<file path="src/rtl/booth_arb_pkg.sv">
// Shared definitions for the Booth multiplier arbiter: FSM encoding and datapath widths.
package booth_arb_pkg;

  localparam int OP_W   = 8;
  localparam int PROD_W = 16;

  typedef enum logic [2:0] {
    IDLE   = 3'd0,
    ISSUE  = 3'd1,
    SETTLE = 3'd2,
    WAIT   = 3'd3,
    RESP   = 3'd4
  } state_t;

endpackage

</file>
<file path="src/rtl/booth_mul_arbiter_rr_pick.sv">
// Combinational round-robin selector: first set request at or after ptr, wrapping modulo N.
module rr_pick #(
  parameter int N  = 4,
  parameter int IW = 2
) (
  input  logic [N-1:0]  req,
  input  logic [IW-1:0] ptr,
  output logic [N-1:0]  gnt,
  output logic [IW-1:0] idx,
  output logic          any
);

  function automatic logic [IW-1:0] wrap_idx(input logic [IW-1:0] p, input int k);
    int s;
    s = int'(p) + k;
    if (s >= N) s = s - N;
    return IW'(s);
  endfunction

  // Scan from the farthest offset down so the nearest hit to ptr is kept last.
  always_comb begin
    idx = '0;
    any = 1'b0;
    for (int k = N - 1; k >= 0; k--) begin
      if (req[wrap_idx(ptr, k)]) begin
        any = 1'b1;
        idx = wrap_idx(ptr, k);
      end
    end
  end

  for (genvar gi = 0; gi < N; gi++) begin : g_gnt
    assign gnt[gi] = any && (idx == IW'(gi));
  end

endmodule

</file>
<file path="src/rtl/booth_mul_arbiter.sv">
// Round-robin arbiter sharing one sequential Booth multiplier between NUM_REQ requesters.
// Optional WAIT timeout with error response is enabled by defining MUL_TIMEOUT_EN.
module booth_mul_arbiter
  import booth_arb_pkg::*;
#(
  parameter int NUM_REQ = 4,
  parameter int TIMEOUT = 64
) (
  input  logic                    clk,
  input  logic                    rst,
  input  logic [NUM_REQ-1:0]      req_valid,
  input  logic [OP_W*NUM_REQ-1:0] req_a,
  input  logic [OP_W*NUM_REQ-1:0] req_b,
  output logic [NUM_REQ-1:0]      req_ready,
  output logic [NUM_REQ-1:0]      rsp_valid,
  output logic [PROD_W-1:0]       rsp_data,
  output logic                    rsp_err,
  input  logic [NUM_REQ-1:0]      rsp_ready,
  output logic                    mul_start,
  output logic [OP_W-1:0]         mul_a,
  output logic [OP_W-1:0]         mul_b,
  input  logic                    mul_done,
  input  logic [PROD_W-1:0]       mul_result
);

  localparam int IW = $clog2(NUM_REQ);

  if (NUM_REQ < 2 || NUM_REQ > 8 || TIMEOUT < 1) begin : g_param_check
    $error("booth_mul_arbiter: NUM_REQ must be 2..8 and TIMEOUT >= 1");
  end

  state_t              state_reg, state_next;
  logic [IW-1:0]       ptr_reg, grant_reg;
  logic [OP_W-1:0]     mul_a_reg, mul_b_reg;
  logic [PROD_W-1:0]   rsp_data_reg;
  logic [NUM_REQ-1:0]  pick_gnt;
  logic [IW-1:0]       pick_idx;
  logic                pick_any;
  logic                accept, done_take, timeout_hit, rsp_take;

  rr_pick #(
    .N  (NUM_REQ),
    .IW (IW)
  ) u_pick (
    .req (req_valid),
    .ptr (ptr_reg),
    .gnt (pick_gnt),
    .idx (pick_idx),
    .any (pick_any)
  );

  assign accept    = (state_reg == IDLE) && pick_any && !rst;
  assign done_take = (state_reg == WAIT) && mul_done;
  assign rsp_take  = (state_reg == RESP) && rsp_ready[grant_reg];

`ifdef MUL_TIMEOUT_EN
  localparam int CNT_W = $clog2(TIMEOUT + 1);

  logic [CNT_W-1:0] wait_cnt_reg;
  logic             rsp_err_reg;

  always_ff @(posedge clk or posedge rst) begin
    if (rst) begin
      wait_cnt_reg <= '0;
    end else if (accept) begin
      wait_cnt_reg <= '0;
    end else if (state_reg == WAIT) begin
      wait_cnt_reg <= wait_cnt_reg + 1'b1;
    end
  end

  // A genuine done on the final count still wins over the abort.
  assign timeout_hit = (state_reg == WAIT) && !mul_done &&
                       (wait_cnt_reg == CNT_W'(TIMEOUT - 1));

  always_ff @(posedge clk or posedge rst) begin
    if (rst) begin
      rsp_err_reg <= 1'b0;
    end else if (done_take) begin
      rsp_err_reg <= 1'b0;
    end else if (timeout_hit) begin
      rsp_err_reg <= 1'b1;
    end
  end

  assign rsp_err = rsp_err_reg;
`else
  assign timeout_hit = 1'b0;
  assign rsp_err     = 1'b0;
`endif

  always_ff @(posedge clk or posedge rst) begin
    if (rst) begin
      state_reg <= IDLE;
    end else begin
      state_reg <= state_next;
    end
  end

  // SETTLE never looks at mul_done so a level left over from the last product is masked.
  always_comb begin
    state_next = state_reg;
    req_ready  = '0;
    mul_start  = 1'b0;
    case (state_reg)
      IDLE: begin
        if (accept) begin
          req_ready  = pick_gnt;
          state_next = ISSUE;
        end
      end
      ISSUE: begin
        mul_start  = 1'b1;
        state_next = SETTLE;
      end
      SETTLE: state_next = WAIT;
      WAIT: begin
        if (done_take || timeout_hit) state_next = RESP;
      end
      RESP: begin
        if (rsp_take) state_next = IDLE;
      end
      default: state_next = IDLE;
    endcase
  end

  always_ff @(posedge clk or posedge rst) begin
    if (rst) begin
      mul_a_reg    <= '0;
      mul_b_reg    <= '0;
      grant_reg    <= '0;
      ptr_reg      <= '0;
      rsp_data_reg <= '0;
    end else begin
      if (accept) begin
        mul_a_reg <= req_a[int'(pick_idx)*OP_W +: OP_W];
        mul_b_reg <= req_b[int'(pick_idx)*OP_W +: OP_W];
        grant_reg <= pick_idx;
      end
      if (done_take) begin
        rsp_data_reg <= mul_result;
      end else if (timeout_hit) begin
        rsp_data_reg <= '0;
      end
      if (rsp_take) begin
        ptr_reg <= (grant_reg == IW'(NUM_REQ - 1)) ? '0 : grant_reg + 1'b1;
      end
    end
  end

  for (genvar gi = 0; gi < NUM_REQ; gi++) begin : g_rsp_valid
    assign rsp_valid[gi] = (state_reg == RESP) && (grant_reg == IW'(gi));
  end

  assign rsp_data = rsp_data_reg;
  assign mul_a    = mul_a_reg;
  assign mul_b    = mul_b_reg;

endmodule
</file>
<file path="config.mk">
export PLATFORM = sky130hd
export DESIGN_NAME = booth_mul_arbiter
export DESIGN_NICKNAME = d
export VERILOG_FILES = /design/src/rtl/booth_arb_pkg.sv /design/src/rtl/booth_mul_arbiter_rr_pick.sv /design/src/rtl/booth_mul_arbiter.sv
export SDC_FILE = /design/constraint.sdc
export NUM_CORES = 1
export LEC_CHECK = 0
export ABC_AREA = 1
export BUFFER_PORTS_ARGS = -buffer_cell sky130_fd_sc_hd__buf_2
export CORE_AREA = 2 2 80 82
export DETAILED_ROUTE_END_ITERATION = 10
export DIE_AREA = 0 0 82 84
export GPL_TIMING_DRIVEN = 0
export PLACE_DENSITY = 0.83
export SLEW_MARGIN = 20
export SYNTH_ARGS = -nofsm -noshare
export SYNTH_HDL_FRONTEND = slang
export SYNTH_SLANG_ARGS = --single-unit
export TNS_END_PERCENT = 20
</file>
<file path="constraint.sdc">
create_clock -name clk -period 1.83 [get_ports clk]
set_input_delay 0 -clock clk [delete_from_list [all_inputs] [get_ports clk]]
set_output_delay 0 -clock clk [all_outputs]
set_load 0.005 [all_outputs]
</file>
==> qor_table.md <==
| Result | Reported |
|---|---|
| Register cell area after layout | 977 sq um |
| Setup TNS | -1.31 ns |
| Buffer cell driving the clock tree root | clkbuf_8 |
| Worst vdd rail ir drop | 0.000995 V |
| Number of nets in the synthesized netlist | 466 |
| Number of H-tree levels | 2 |
| Post-Synthesis Mean Instance Area | 7.21 sq um |
| Routed wire per std cell | 13.3 microns |
| Antenna viol nets, final | 0 |
| Critical path type | reg -> out |
| Final-report setup violation count | 20 |
| Share of total power in the clock network | 0.096 |
| Final core occ | 0.679 |
| Flip-flop and latch count after synthesis | 39 |
| Filler Cell Count | 514 |
| Psw | 3.48 mW |
| Type of element launching the critical path | flip-flop |
| Number of antenna violations at the first check in global routing | 0 |
| Layout overhead on the synthesized area | 54.6% |
| FF-to-FF setup slack | -0.08 ns |
| Critical R2R Launch | ptr_reg[0]$_DFFE_PP0P_ |
| Design internal power | 4.15 mW |
| Flip-flop count of the largest register, all copies and words added | 16 |
| Inserted Diodes | 0 |
| Setup repair after global routing missed its margin | yes |
| Hold Path Origin | req_b[24] |
| Switching power share of the total | 0.456 |
| Most frequent cells in the layout | buf_2, nand2_1, dfrtp_1 |
| Post-synth top flop | dfrtp_1 |
| Reg-to-Reg End | mul_b[4]$_DFFE_PP0N_ |
| Inst Count DP | 580 |
| Die footprint | 6890 sq um |
| Final Hold Slack | 0.103 ns |
| Leading cell types by total area after synthesis | dfrtp_1, nand2_1, nand3_1, mux2_2, inv_1 |
| Row count | 29 |
| Final WS setup | -0.116 ns |
| Clk sink count | 39 |
| Overall Global Routing Usage | 0.244 |
| Setup slack after placement | -0.0334 ns |
| Number of warning messages in the yosys log | 0 |
| Clk_lat worst skew | 0.29 ns |
| Die H | 84 microns |
| Critical-path cell with the highest stage delay | dfrtp_1 |
| Total Nets Final | 635 |
| Most common cell after layout, fill and taps aside | buf_2 |
| Count of maximum capacitance violations | 0 |
| Largest net degree at the start of global routing | 24 |
| Post-placement cell area | 3450 sq um |
| Max Clock Freq | 0.514 GHz |
| TritonCTS buffer count | 5 |
| Violation count after the first detailed-routing iteration | 179 |
| Final cell count without fillers | 618 |
| Final routed wirelength across all metal layers | 8.19 mm |
| GPL Wtd Cong | 0.843 |
| Syn Inst Count | 371 |
| Total Power | 7.63 mW |
| Period minus WS final | 1.95 ns |
| Worst setup path endpoint | req_ready[0] |
| Power share of the combinational group | 0.701 |
| CP bufs+invs | 5 |
| Gate family responsible for the most delay along the worst path | simple AND/OR/NAND/NOR gates |
| Final cycle utilization of the critical path | 1.06 |
| First-pass GRT wire length | 13.1 mm |
| Max stage delay on crit path | 0.34 ns |
| Global route overflow | 0 |
| Depth of the worst register-to-register path | 18 |
| Failing checks | setup timing |
| Number of vias per cell after detailed routing | 4.88 |
| Multi-input gate area in the final layout | 1600 sq um |
| Cell Area, Synth | 2680 sq um |
| Worst-case clock buffer depth | 2 |
| Largest driver fanout on the critical path | 10 |
| WP data required | 1.83 ns |
| Width of the die | 82 microns |
| Sum of net half-perimeters after detailed placement | 5.81 mm |
| Layout cell share with drive strength beyond 1 | 0.447 |
| Final Max Slew Viols | 0 |
| P_leak | 2.38 nW |
| I/O pin cnt | 133 |
| Biggest area consumer among synthesized cells | dfrtp_1 |
| First drt pass iteration count | 4 |
| Total power density per cell area | 1840 nW/um^2 |
| Post-detailed-route DRC marker count | 0 |
| Final cell area excluding filler cells | 4140 sq um |
| Share of Yosys cell area claimed by the top area cell type | 0.365 |
| CTS tree | built |
| Number of different library cells in the post-synthesis netlist | 27 |
| Signal arrival time at the worst endpoint | 1.95 ns |
| Starting density of the core | 0.439 |
| Worst path cell trace | buf_6 > clkinv_8 > nand2_4 > nand2_4 > nand2_2 > nand2_1 > o211ai_1 > nand3_1 > nand2_2 > inv_4 > buf_6 > nor3_2 > buf_2 |
| Input/output buffers | 131 |
| Hold Vio Cnt, Final | 0 |
| Core box area | 6100 sq um |
| Sequential fraction of the synthesis area | 0.365 |
| Result of the run | finished with violations |
| Clock transition at the register clock pins on the worst setup and hold paths after CTS | 0.07 ns |
| Worst Skew | 0.00687 ns |
| Number of cells on the critical path | 13 |
| Fraction of power consumed by sequential logic | 0.203 |
| Via count of the first global-routing pass | 2925 |
| Beginning of the critical path | ptr_reg[0]$_DFFE_PP0P_ |
| Class of the most critical hold timing path | in -> reg |
| Synth async-reset ratio | 1.00 |
| Routed vias | 3014 |
| EDFF count, synth | 0 |
| Capturing element type of the critical path | output port |
area by class of cell:
class / instances / share of cell area
multi-input combinational: 277 / 0.387
timing repair buffer: 162 / 0.238
sequential: 39 / 0.236
buffer: 18 / 0.0484
inverter: 37 / 0.0384
tap: 77 / 0.0233
clock buffer: 6 / 0.0200
clock inverter: 2 / 0.00847
worst min-delay path by stage:
stage                                          to  slack (ns)  cells past startpoint
after floorplan           rsp_data[0]$_DFFE_PP0P_        0.15                      1
after global placement    rsp_data[6]$_DFFE_PP0P_        0.23                      2
after detailed placement  rsp_data[6]$_DFFE_PP0P_        0.01                      2
after CTS                    mul_b[0]$_DFFE_PP0N_        0.11                      7
after global routing         mul_b[0]$_DFFE_PP0N_        0.12                      7
final                        mul_b[0]$_DFFE_PP0N_        0.10                      7
per-layer routing:
layer | track usage | wire length (microns) | vias up
met1 | 0.289 | 3140 | 1398
met4 | 0.0697 | 168 | 0
met5 | 0 | 0 | -
li1 | - | - | 1490
met3 | 0.0498 | 409 | 18
met2 | 0.436 | 4470 | 108
cell usage after synthesis (2+ instances only):
cell type / number
a21oi_1: 2
buf_2: 7
buf_4: 5
buf_6: 4
dfrtp_1: 39
ha_1: 4
inv_1: 32
inv_2: 4
mux2_2: 16
nand2_1: 155
nand2_2: 17
nand3_1: 40
nand3b_1: 16
nor2_1: 12
nor2_2: 2
nor3_1: 2
o21ai_0: 4
power by group through the flow:
stage	logic, mW	registers [mW]	clock network (mW)
floorplan	3.00	1.53	0
global placement	4.08	1.51	0
detailed placement	4.22	1.53	0
CTS	4.99	1.52	0.747
global route	5.89	1.59	0.797
finish	5.34	1.55	0.735
worst reg2reg max path, delay by kind of cell (launching register included):
kind          cells  cell delay [ns]
buf+inv           4             0.53
flops             1             0.34
simple gates     14             0.95
logic make-up after synthesis:
group                    share of synthesized area
multiplexers                                0.0674
AND/OR/NAND/NOR                              0.423
adder cells (fa/ha/maj)                     0.0187
flip-flops                                   0.365
AO/OA/AOI/OAI                               0.0178
buffers and inverters                        0.107
other                                      0.00140
what timing repair did:
item / in CTS / in global routing
endpoints found under the setup margin: 20 / 20
gates cloned: 1 / 0
buffers inserted: 11 / 0
hold endpoints to repair: 33 / 0
hold buffers: 18 / 0
resized for setup: 39 / 36
pin swaps: 21 / 23
(Power assumes the default switching activity.)
